**config.mk**
```make
export PLATFORM = sky130hd
export DESIGN_NAME = sync_fifo_ctrl
export DESIGN_NICKNAME = d
export VERILOG_FILES = /design/src/rtl/sync_fifo_ctrl.sv
export SDC_FILE = /design/constraint.sdc
export NUM_CORES = 1
export LEC_CHECK = 0
export ABC_AREA = 0
export CAP_MARGIN = 20
export CORE_ASPECT_RATIO = 2
export CORE_MARGIN = 3
export CORE_UTILIZATION = 63
export CTS_CLUSTER_SIZE = 30
export DETAILED_ROUTE_END_ITERATION = 8
export PLACE_DENSITY = 0.84
export SLEW_MARGIN = 10
export SYNTH_ARGS = -nofsm -noshare
export SYNTH_HDL_FRONTEND = slang
export SYNTH_SLANG_ARGS = --single-unit
```
**constraint.sdc**
```tcl
create_clock -name clk -period 11.2 [get_ports clk]
set_clock_uncertainty 0.05 [all_clocks]
set_input_delay 2.24 -clock clk [delete_from_list [all_inputs] [get_ports clk]]
set_output_delay 2.24 -clock clk [all_outputs]
set_load 0.02 [all_outputs]
```
**src/rtl/sync_fifo_ctrl.sv**
```systemverilog
// Single-clock FIFO with thresholds, occupancy, optional FWFT read, flush and sticky errors.
// Latency: write visible after 1 edge; standard read data 1 cycle after rden, FWFT head combinational.
// Backpressure: wren ignored while wfull (sets wr_err), rden ignored while rempty (sets rd_err).
module sync_fifo_ctrl #(
    parameter int PTR_WIDTH     = 4,
    parameter int DATA_WIDTH    = 32,
    parameter int AFULL_THRESH  = 6,
    parameter int AEMPTY_THRESH = 1,
    parameter int FWFT          = 0
) (
    input  logic                  clk,
    input  logic                  rst_n,
    input  logic                  clr,
    input  logic                  wren,
    input  logic [DATA_WIDTH-1:0] wdata,
    input  logic                  rden,
    output logic [DATA_WIDTH-1:0] rdata,
    output logic                  wfull,
    output logic                  rempty,
    output logic                  almost_full,
    output logic                  almost_empty,
    output logic [PTR_WIDTH-1:0]  count,
    output logic                  wr_err,
    output logic                  rd_err
);
    localparam int ADDR_WIDTH = PTR_WIDTH - 1;
    localparam int DEPTH      = 1 << ADDR_WIDTH;

    localparam logic [PTR_WIDTH-1:0] L_DEPTH  = PTR_WIDTH'(DEPTH);
    localparam logic [PTR_WIDTH-1:0] L_AFULL  = PTR_WIDTH'(AFULL_THRESH);
    localparam logic [PTR_WIDTH-1:0] L_AEMPTY = PTR_WIDTH'(AEMPTY_THRESH);

    if (PTR_WIDTH < 2) begin : g_bad_ptr
        $fatal(1, "sync_fifo_ctrl: PTR_WIDTH must be >= 2");
    end
    if (AFULL_THRESH < 1 || AFULL_THRESH > DEPTH - 1) begin : g_bad_afull
        $fatal(1, "sync_fifo_ctrl: AFULL_THRESH out of range");
    end
    if (AEMPTY_THRESH < 0 || AEMPTY_THRESH > DEPTH - 2) begin : g_bad_aempty
        $fatal(1, "sync_fifo_ctrl: AEMPTY_THRESH out of range");
    end

    logic [DATA_WIDTH-1:0] r_mem [DEPTH];
    logic [PTR_WIDTH-1:0]  r_wrptr;
    logic [PTR_WIDTH-1:0]  r_rdptr;
    logic                  r_wr_err;
    logic                  r_rd_err;

    logic [PTR_WIDTH-1:0]  w_count;
    logic [ADDR_WIDTH-1:0] w_rdaddr;
    logic                  w_wr_acc;
    logic                  w_rd_acc;

    // Occupancy is the pointer distance; the wrap bit makes full (== DEPTH) distinct from empty.
    assign w_count  = r_wrptr - r_rdptr;
    assign w_rdaddr = r_rdptr[ADDR_WIDTH-1:0];

    assign count        = w_count;
    assign wfull        = (w_count == L_DEPTH);
    assign rempty       = (w_count == '0);
    assign almost_full  = (w_count >= L_AFULL);
    assign almost_empty = (w_count <= L_AEMPTY);
    assign wr_err       = r_wr_err;
    assign rd_err       = r_rd_err;

    assign w_wr_acc = wren && !wfull && !clr;
    assign w_rd_acc = rden && !rempty && !clr;

    always_ff @(posedge clk or negedge rst_n) begin
        if (!rst_n) begin
            r_wrptr  <= '0;
            r_rdptr  <= '0;
            r_wr_err <= 1'b0;
            r_rd_err <= 1'b0;
        end else if (clr) begin
            r_wrptr  <= '0;
            r_rdptr  <= '0;
            r_wr_err <= 1'b0;
            r_rd_err <= 1'b0;
        end else begin
            if (w_wr_acc) r_wrptr <= r_wrptr + 1'b1;
            if (w_rd_acc) r_rdptr <= r_rdptr + 1'b1;
            if (wren && wfull) r_wr_err <= 1'b1;
            if (rden && rempty) r_rd_err <= 1'b1;
        end
    end

    always_ff @(posedge clk) begin
        if (w_wr_acc) r_mem[r_wrptr[ADDR_WIDTH-1:0]] <= wdata;
    end

    if (FWFT != 0) begin : g_fwft
        assign rdata = rempty ? '0 : r_mem[w_rdaddr];
    end else begin : g_std
        logic [DATA_WIDTH-1:0] r_rdata;
        always_ff @(posedge clk or negedge rst_n) begin
            if (!rst_n)        r_rdata <= '0;
            else if (w_rd_acc) r_rdata <= r_mem[w_rdaddr];
        end
        assign rdata = r_rdata;
    end
endmodule

```
==> results summary <==
The number of global-route vias before repair came to 6055. Buffers added to address setup during post-CTS repair amount to 0. The number of fill cells is 990. The core box area is 0.0178 mm2. The total of max-cap violations is 0. After the last flow step, the layout net total stands at 696. The library cell used as clock root buffer is sky130_fd_sc_hd__clkbuf_16. The net count after synthesis is 603. The startpoint identified for the worst hold timing path is rdata[23].

The clock-pin slew on the worst setup and hold paths came out at 70 ps. The worst register-to-register path begins at r_rdptr[2]. The first TritonRoute pass finished after 5 iterations.

For this design the total switching power over the nets is 873 uW. The clock network fraction of total power came out at 29.8%. The hold-critical path endpoint is rdata[23]. The highest cell delay on the worst timing path came out at 720 ps. The logic depth of the worst register-to-register path is 9. The first-pass GRT wire length is 35200 um. The area growth from synthesis to final layout came out at 16.9%. The library cells used most frequently in the layout, excluding fill and tap cells, are sky130_fd_sc_hd__edfxtp_1, sky130_fd_sc_hd__clkdlybuf4s50_1, sky130_fd_sc_hd__mux4_2. The remaining antenna violation count after routing is 0. The worst setup path is launched from a flip-flop. The leakage dissipation came out at 4.61 nW. The post-cts resize count came out at 0.

In the final routed layout, each cell accounts on average for 25.7 um. The endpoint type of the worst setup path is an output port. TritonCTS built the clock tree. The number of diodes is 0. The standard-cell row count is 69. Of the total power, combinational logic draws 25.8%. The most numerous cell type found on the critical path is sky130_fd_sc_hd__inv_1. The data required time at the worst endpoint came out at 8910 ps. The vias per cell came out at 6.37. The worst register-to-register path ends at r_mem[0][0]. The number of DRC markers in iteration 0 is 386. The final worst hold slack is 433 ps. Leaving out fill and tap cells, the most frequent cell in the layout is sky130_fd_sc_hd__edfxtp_1.

The synthesized flop and latch total is 298. The most used flip-flop cell after synthesis is sky130_fd_sc_hd__edfxtp_1. Grouping stages by cell kind, the critical path spends the most delay in buffers and inverters.

The number of antenna violations at the first check in global routing was 0. Based on the critical path, the design can be clocked at up to 167 MHz. The final critical path time including I/O delays and setup came out at 5990 ps. Setup violations remaining at the end of the flow were counted as 0.

Summing the sequential cell areas from Yosys gives 76.4% of the chip area. The power density of the placed cells came out at 233 mW/mm2. The path category of the worst min-delay check is reg2reg. The register-to-register setup slack came out at 7280 ps. The aggregate routed wire length came out at 22700 um. The signal on the critical path passes through buf_4 -> inv_1 -> ha_1 -> a21oi_1 -> a21oi_2 -> nor2_1 -> inv_1 -> nor3_1 -> clkdlybuf4s50_1.

The number of warnings reported in the yosys synthesis log is 0. Setup repair after global routing left no endpoint under its margin. The area of the die came out at 0.0199 mm2. The total standard cell area after synthesis is 0.0114 mm2. The TritonCTS sink count is 298. The cell at the slowest stage of the critical path is sky130_fd_sc_hd__buf_4. The number of max-slew violations in the final report came out at 0. Summed over all layers, the global routing overflow is 0. The number of flops mapped to enable cells by yosys is 256. The number of buffers inserted during clock tree synthesis is 25. The number of different library cells used by synthesis comes to 37. The clock passes through at most 3 buffers. The clock latency reported for the late side of the worst-skew pair came out at 520 ps. The via count came out at 5628. The layout cell share with drive strength beyond 1 came out at 19.2%. The end-of-flow core utilization came out at 75.1%. Counting both buffers and inverters, the worst setup path holds a total of 4. The share of total power in sequential cells came out at 44.4%. The category of the most critical setup path is reg2out. Summing all multi-input logic gate instances after layout gives 0.00255 mm2.

The count of port buffers added during placement is 78. The half-perimeter wire length after detailed placement came out at 12100 um. The portion of the clock cycle consumed by the worst path in the final layout came out at 53.5%.

The internal portion of total power is 2.24 mW. The largest fanout on the critical path is 68. The die is 101 um wide. The switching fraction of total power came out at 28.0%. The area of all sequential standard cells came out at 0.00874 mm2.

At the pin with the least slew margin, the transition time is 941 ps. The number of failing hold endpoints at the final stage is 0. The number of DRC violations after detailed routing came out at 0. STA puts the critical path data arrival time at 3700 ps.

The overall routing resource usage is 23.8%. The H-tree depth came out at 1. Headroom to the max-slew limit came out at 37.3%.

The largest voltage drop on the vdd net is 0.000167 V. During I/O placement, the number of pins put on the boundary was 79. The post-synthesis async set-or-reset flop share came out at 14.1%.

The worst hold path stage count came out at 2. The count of hold buffers inserted by post-cts repair came out at 0. The run finished with clean final reports.

The routability-driven placement congestion ratio is 0.860. The largest net degree at the start of global routing came out at 69. In this run the vertical extent of the chip is 197 um.

Adding up every negative setup slack in the final design gives 0 ps. The effective utilization at floorplan came out at 64.3%. The post-synthesis area per instance is 20.4 um2. The synthesized instance count is 560.
stage by stage:
stage	cell area (um2)	total power, mW	setup slack, ps	cells
4_1_cts	13300	3.14	5200	883
5_1_grt	13400	3.25	4990	884
6_report	13400	3.11	5210	884
3_3_place_gp	12500	2.17	5890	838
3_5_place_dp	12500	2.21	5750	838
2_1_floorplan	11400	1.91	4800	560
worst max-delay path by stage:
stage	slack, ps	end	from	cells after the start
after detailed placement	5750	almost_empty	r_rdptr[1]	8
after global routing	4990	almost_empty	r_rdptr[2]	9
final	5210	almost_empty	r_rdptr[2]	9
after CTS	5200	almost_empty	r_rdptr[1]	8
after global placement	5890	almost_empty	r_rdptr[1]	8
after floorplan	4800	r_mem[1][0]	clr	4
Yosys cell counts, drive strengths merged, types with 2 or more instances:
master  instances  area share [%]
nor2            7            0.23
or3             2            0.11
o31ai           3            0.24
clkbuf          9            0.30
and3            2            0.11
edfxtp        256              67
ha              5            0.55
buf            16             1.0
nor4            2            0.11
dfrtp          42             9.2
xor2            3            0.23
mux4           64              13
xnor2           2            0.15
o21ai          38             1.7
nor3            8            0.35
nand2          39             1.3
mux2i          34             3.0
inv            10            0.33
nand3           2            0.13
a21oi           6            0.30
state kept, by name (all words and copies together), names as in the netlist:
name / flops
r_wrptr: 4
r_rdptr: 4
wr_err: 1
rd_err: 1
rdata: 32
r_mem: 256
power groups by stage:
| stage | logic (mW) | clock network [mW] | registers [mW] |
|---|---|---|---|
| after floorplan | 0.452 | 0 | 1.45 |
| after global placement | 0.775 | 0 | 1.40 |
| after detailed placement | 0.802 | 0 | 1.41 |
| after CTS | 0.810 | 0.945 | 1.38 |
| after global routing | 0.870 | 0.982 | 1.40 |
| final | 0.804 | 0.926 | 1.38 |
cell type report:
cell class | instances | share of cell area, %
clock buffer | 31 | 4.93
clock inverter | 14 | 1.65
inverter | 10 | 0.281
multi-input combinational | 227 | 19.1
sequential | 298 | 65.4
tap | 213 | 1.99
timing repair buffer | 91 | 6.63
worst min-delay path, delay by kind of cell (launching register included):
kind / cells / cell delay (ps)
AND/OR/NAND/NOR: 1 / 40
AO/OA/AOI/OAI: 1 / 60
flip-flops: 1 / 340
cells by family (layout without fill, tap and decap cells):
group	count (synthesis)	count (layout)	synth area share, %
muxes	98	98	15.6
xor gates and xnor gates	5	5	0.383
and+or+nand+nor	67	67	2.63
DFF	298	298	76.4
AOI/OAI and AO/OA	51	51	2.63
adders and majority gates	6	6	0.722
buffers and inverters	35	146	1.63
per-layer routing:
| layer | track usage [%] | vias to the layer above | share of wire [%] |
|---|---|---|---|
| met4 | 8.88 | 0 | 2.9 |
| li1 | - | 2434 | - |
| met1 | 31.1 | 2941 | 37 |
| met3 | 3.29 | 53 | 5.0 |
| met2 | 40.9 | 200 | 55 |
| met5 | 0 | - | 0 |
No activity file was read; power rests on OpenSTA's default activity.
